File: src/rtl/adder_sched.sv
// Two-requester scheduler sharing one N-bit adder, with a registered result slot.
// Define ADDER_SCHED_RR_EN for round-robin arbitration; fixed priority (req0) otherwise.

module adder_n #(
    parameter int unsigned N = 32
) (
    input  logic [N-1:0] a,
    input  logic [N-1:0] b,
    input  logic         c_in,
    output logic [N-1:0] sum,
    output logic         c_out
);

    assign {c_out, sum} = {1'b0, a} + {1'b0, b} + {{N{1'b0}}, c_in};

endmodule

module adder_sched #(
    parameter int unsigned N = 32
) (
    input  logic         clk,
    input  logic         rst,
    input  logic         req0_valid,
    output logic         req0_ready,
    input  logic [N-1:0] req0_a,
    input  logic [N-1:0] req0_b,
    input  logic         req0_c_in,
    input  logic         req1_valid,
    output logic         req1_ready,
    input  logic [N-1:0] req1_a,
    input  logic [N-1:0] req1_b,
    input  logic         req1_c_in,
    output logic         out_valid,
    input  logic         out_ready,
    output logic [N-1:0] out_sum,
    output logic         out_c_out,
    output logic         out_id
);

    typedef enum logic {EMPTY, FULL} state_t;

    state_t       state, state_nxt;
    logic         can_accept;
    logic         grant1;
    logic         xfer;
    logic [N-1:0] mux_a, mux_b;
    logic         mux_c_in;
    logic [N-1:0] add_sum;
    logic         add_c_out;

`ifdef ADDER_SCHED_RR_EN
    logic last_grant;

    // On a tie, favour whichever requester was not served last.
    always_comb begin
        grant1 = req1_valid && (!req0_valid || !last_grant);
    end

    always_ff @(posedge clk) begin
        if (rst) begin
            last_grant <= 1'b1;
        end else if (xfer) begin
            last_grant <= grant1;
        end
    end
`else
    always_comb begin
        grant1 = req1_valid && !req0_valid;
    end
`endif

    always_comb begin
        can_accept = (state == EMPTY) || out_ready;
        req0_ready = !rst && can_accept && req0_valid && !grant1;
        req1_ready = !rst && can_accept && grant1;
        xfer       = req0_ready || req1_ready;

        mux_a      = grant1 ? req1_a    : req0_a;
        mux_b      = grant1 ? req1_b    : req0_b;
        mux_c_in   = grant1 ? req1_c_in : req0_c_in;

        state_nxt = state;
        if (xfer) begin
            state_nxt = FULL;
        end else if (state == FULL && out_ready) begin
            state_nxt = EMPTY;
        end
    end

    adder_n #(.N(N)) u_adder (
        .a     (mux_a),
        .b     (mux_b),
        .c_in  (mux_c_in),
        .sum   (add_sum),
        .c_out (add_c_out)
    );

    always_ff @(posedge clk) begin
        if (rst) begin
            state     <= EMPTY;
            out_sum   <= '0;
            out_c_out <= 1'b0;
            out_id    <= 1'b0;
        end else begin
            state <= state_nxt;
            if (xfer) begin
                out_sum   <= add_sum;
                out_c_out <= add_c_out;
                out_id    <= grant1;
            end
        end
    end

    assign out_valid = (state == FULL);

endmodule

File: config.mk
export PLATFORM = sky130hd
export DESIGN_NAME = adder_sched
export DESIGN_NICKNAME = d
export VERILOG_FILES = /design/src/rtl/adder_sched.sv
export SDC_FILE = /design/constraint.sdc
export NUM_CORES = 1
export LEC_CHECK = 0
export BUFFER_PORTS_ARGS = -buffer_cell sky130_fd_sc_hd__buf_2
export CAP_MARGIN = 20
export CORE_MARGIN = 8
export CORE_UTILIZATION = 50
export DETAILED_ROUTE_END_ITERATION = 16
export PLACE_DENSITY = 0.85
export SETUP_SLACK_MARGIN = 0.2
export SLEW_MARGIN = 10
export SYNTH_ARGS = -nofsm -noshare
export SYNTH_HDL_FRONTEND = slang
export SYNTH_SLANG_ARGS = --single-unit
export TNS_END_PERCENT = 30
File: constraint.sdc
create_clock -name clk -period 11.6 [get_ports clk]
set_input_delay 2.32 -clock clk [delete_from_list [all_inputs] [get_ports clk]]
set_output_delay 2.32 -clock clk [all_outputs]
set_load 0.02 [all_outputs]
==> results.yml <==
run_status:
  status: "complete, no violations"
logic_synthesis:
  synth_edf_count: 0
  yosys_warnings: 0
  yosys_most_used_dff: "dfxtp_1"
  ys_types: 52
  yosysTopAreaCellShare_pct: 19.6
  syn-mean-instance-area_um2: 8.08
  ys_ff_latch: 35
  syn_area_um2: 3610
  yosys-top-cells-area: "mux2_2, dfxtp_1, ha_1"
  synthesis.nets: 615
  synthCells: 447
  yosysSeqAreaShare_pct: 19.4
  synth_top_cell_by_area: "mux2_2"
  async_flop_share_pct: 0
placed_design:
  dp.cells: 691
  gp_congestion: 0.923
  port-buffer-count: 171
  dp_hpwl_um: 9160
timing:
  rsz0062_at_grt: "false"
  relSlewSlack_pct: 28.8
  drv_slew: 0
  hold_viol: 0
  min_period_ns: 5.98
  fin_crit_sh_pct: 51.6
  holdWs_ns: 0.450
  clock-skew-final_ns: 0.00799
  setup_viol: 0
  setup_tns_ns: 0
  tightest_slew_ns: 1.06
  fmax_mhz: 167
detailed_routing:
  antenna_left: 0
  drc: 0
  wire_per_inst_um: 16.4
  drt_iter0_drc: 117
  wl_met3_um: 938
  met2_length_um: 5720
  highest_layer: "met4"
  first_pass_iters: 4
  avgViaCountPerCell: 5.57
  drt-total-wl_um: 11400
  wl_met1_um: 4710
  vias: 3893
cts:
  cts_tree: "done"
  holdBufCountCts: 0
  clock_latency_ns: 0.28
  cts-buffers-inserted: 5
  postCtsSetupBuffers: 0
  cts.clk_slew.worst_paths_ns: 0.07
  ctsRootBufferMaster: "clkbuf_8"
  clk_path_buf_depth: 2
  htree_levels: 2
  cts_sinks: 35
  cts_resized: 0
global_routing:
  groute.usage.overall_pct: 21.7
  grt_pass1_vias: 4123
  overflow: 0
  antenna_found_initial: 0
  grt_first_pass_wirelength_um: 18500
  grt_max_degree: 67
die:
  coreArea_um2: 7140
  fp.dieW_um: 101
  initial_core_util_pct: 50.6
  die_y_um: 101
  io_pins: 172
  die-area_um2: 10200
  rows: 31
critical_path:
  cp_max_fo: 66
  arrival_ns: 3.66
  path_cells: "buf_2, nor2b_4, buf_4, and3_1, buf_2"
  path_class: "input pin to primary output"
  cpMaxStageDelayCell: "buf_4"
  required_ns: 9.28
  crit_top_cell: "buf_2"
  slowest_delay_ns: 0.63
  startpoint_type: "input pin"
  cp-end-kind: "primary output"
layout:
  final_common_cell: "buf_2"
  area_growth_pct: 28.2
  insertedDiodeCount: 0
  nets: 767
  layoutNonFillerInstCount: 699
  post-route-util_pct: 64.9
  final_layout_size_suffix_gt1_share_pct: 42.2
  mostFrequentLayoutCells: "buf_2, mux2_2, nand2_1"
power_and_ir_drop:
  switchingPower_uw: 224
  clkPwrFrac_pct: 21.2
  cellPowerDensity_nw_per_um2: 120
  internal_power_uw: 332
  peakVddDrop_mv: 0.0635
  total_leakage_power_nw: 2.14
  p_seq_share_pct: 28.0
  swShare_pct: 40.3
  share_comb_of_total_power_pct: 50.8
run:
  maxCapViolCount: 0
worst_hold_path:
  min_path_type: "flip-flop to flip-flop"
[through the flow]
step / cell area, um^2 / power (mW) / setup slack [ns]
after CTS: 4630 / 0.556 / 5.61
after global placement: 4510 / 0.431 / 5.63
after detailed placement: 4510 / 0.438 / 5.50
after floorplan: 3610 / 0.351 / 5.78
after global routing: 4630 / 0.593 / 5.49
final: 4630 / 0.556 / 5.62
[metal layers]
| layer | global-route usage [%] | up-vias |
|---|---|---|
| met5 | 0 | - |
| met4 | 4.81 | 0 |
| met3 | 5.73 | 6 |
| met2 | 39.4 | 155 |
| met1 | 24.7 | 1769 |
| li1 | - | 1963 |
[kinds of logic (layout without fill, tap and decap cells)]
family | count (synthesis) | in the layout | share of synthesized area (%)
adder cells (fa/ha/maj) | 33 | 33 | 11.9
multiplexers | 66 | 66 | 20.5
buffers and inverters | 34 | 187 | 3.64
AO/OA/AOI/OAI | 136 | 136 | 23.1
XOR/XNOR | 25 | 25 | 6.06
AND/OR/NAND/NOR | 118 | 118 | 15.4
flip-flops | 35 | 35 | 19.4
[final timing paths]
path | from | end | slack [ns] | cells after the start
max reg2reg | out_valid | out_sum[31] | 9.38 | 8
min | out_sum[30] | out_sum[30] | 0.45 | 2
max | req1_valid | req1_ready | 5.62 | 5
min reg2reg | out_sum[30] | out_sum[30] | 0.45 | 2
[area by class of cell]
cell class              instances  area (um^2)
multi-input cells             378         2790
well taps                      99          124
flip-flops and latches         35          701
fillers                       677         2510
clock inverters                 2         35.0
inverters                       5         18.8
repair buffers                174          878
clock buffers                   6         82.6
[cells in the mapped netlist (6+ instances only)]
cell      number
ha_1          31
o21a_1         8
o21ai_0       35
clkbuf_1      21
a21oi_1       46
dfxtp_1       35
nand2_1       55
xnor2_1       15
nand4_1       14
nor3_1         6
a21o_1         6
nor2_1        12
mux2_2        63
nand3_1       14
xor2_1        10
a31oi_1        9
[worst max-delay path: cells and delay by family]
family / cells / cell delay (ns)
simple gates: 2 / 0.42
buf+inv: 3 / 0.91
[state kept, by name, indices dropped and copies added, names as in the netlist]
name       count
out_c_out      1
out_id         1
out_sum       32
out_valid      1
[power by group through the flow]
| stage | clock [mW] | sequential, mW | combinational, mW |
|---|---|---|---|
| 2_1_floorplan | 0 | 0.184 | 0.167 |
| 3_3_place_gp | 0 | 0.157 | 0.274 |
| 3_5_place_dp | 0 | 0.158 | 0.280 |
| 4_1_cts | 0.119 | 0.155 | 0.282 |
| 5_1_grt | 0.125 | 0.158 | 0.310 |
| 6_report | 0.118 | 0.155 | 0.282 |
Note: power is estimated with default switching activity, not from simulation.
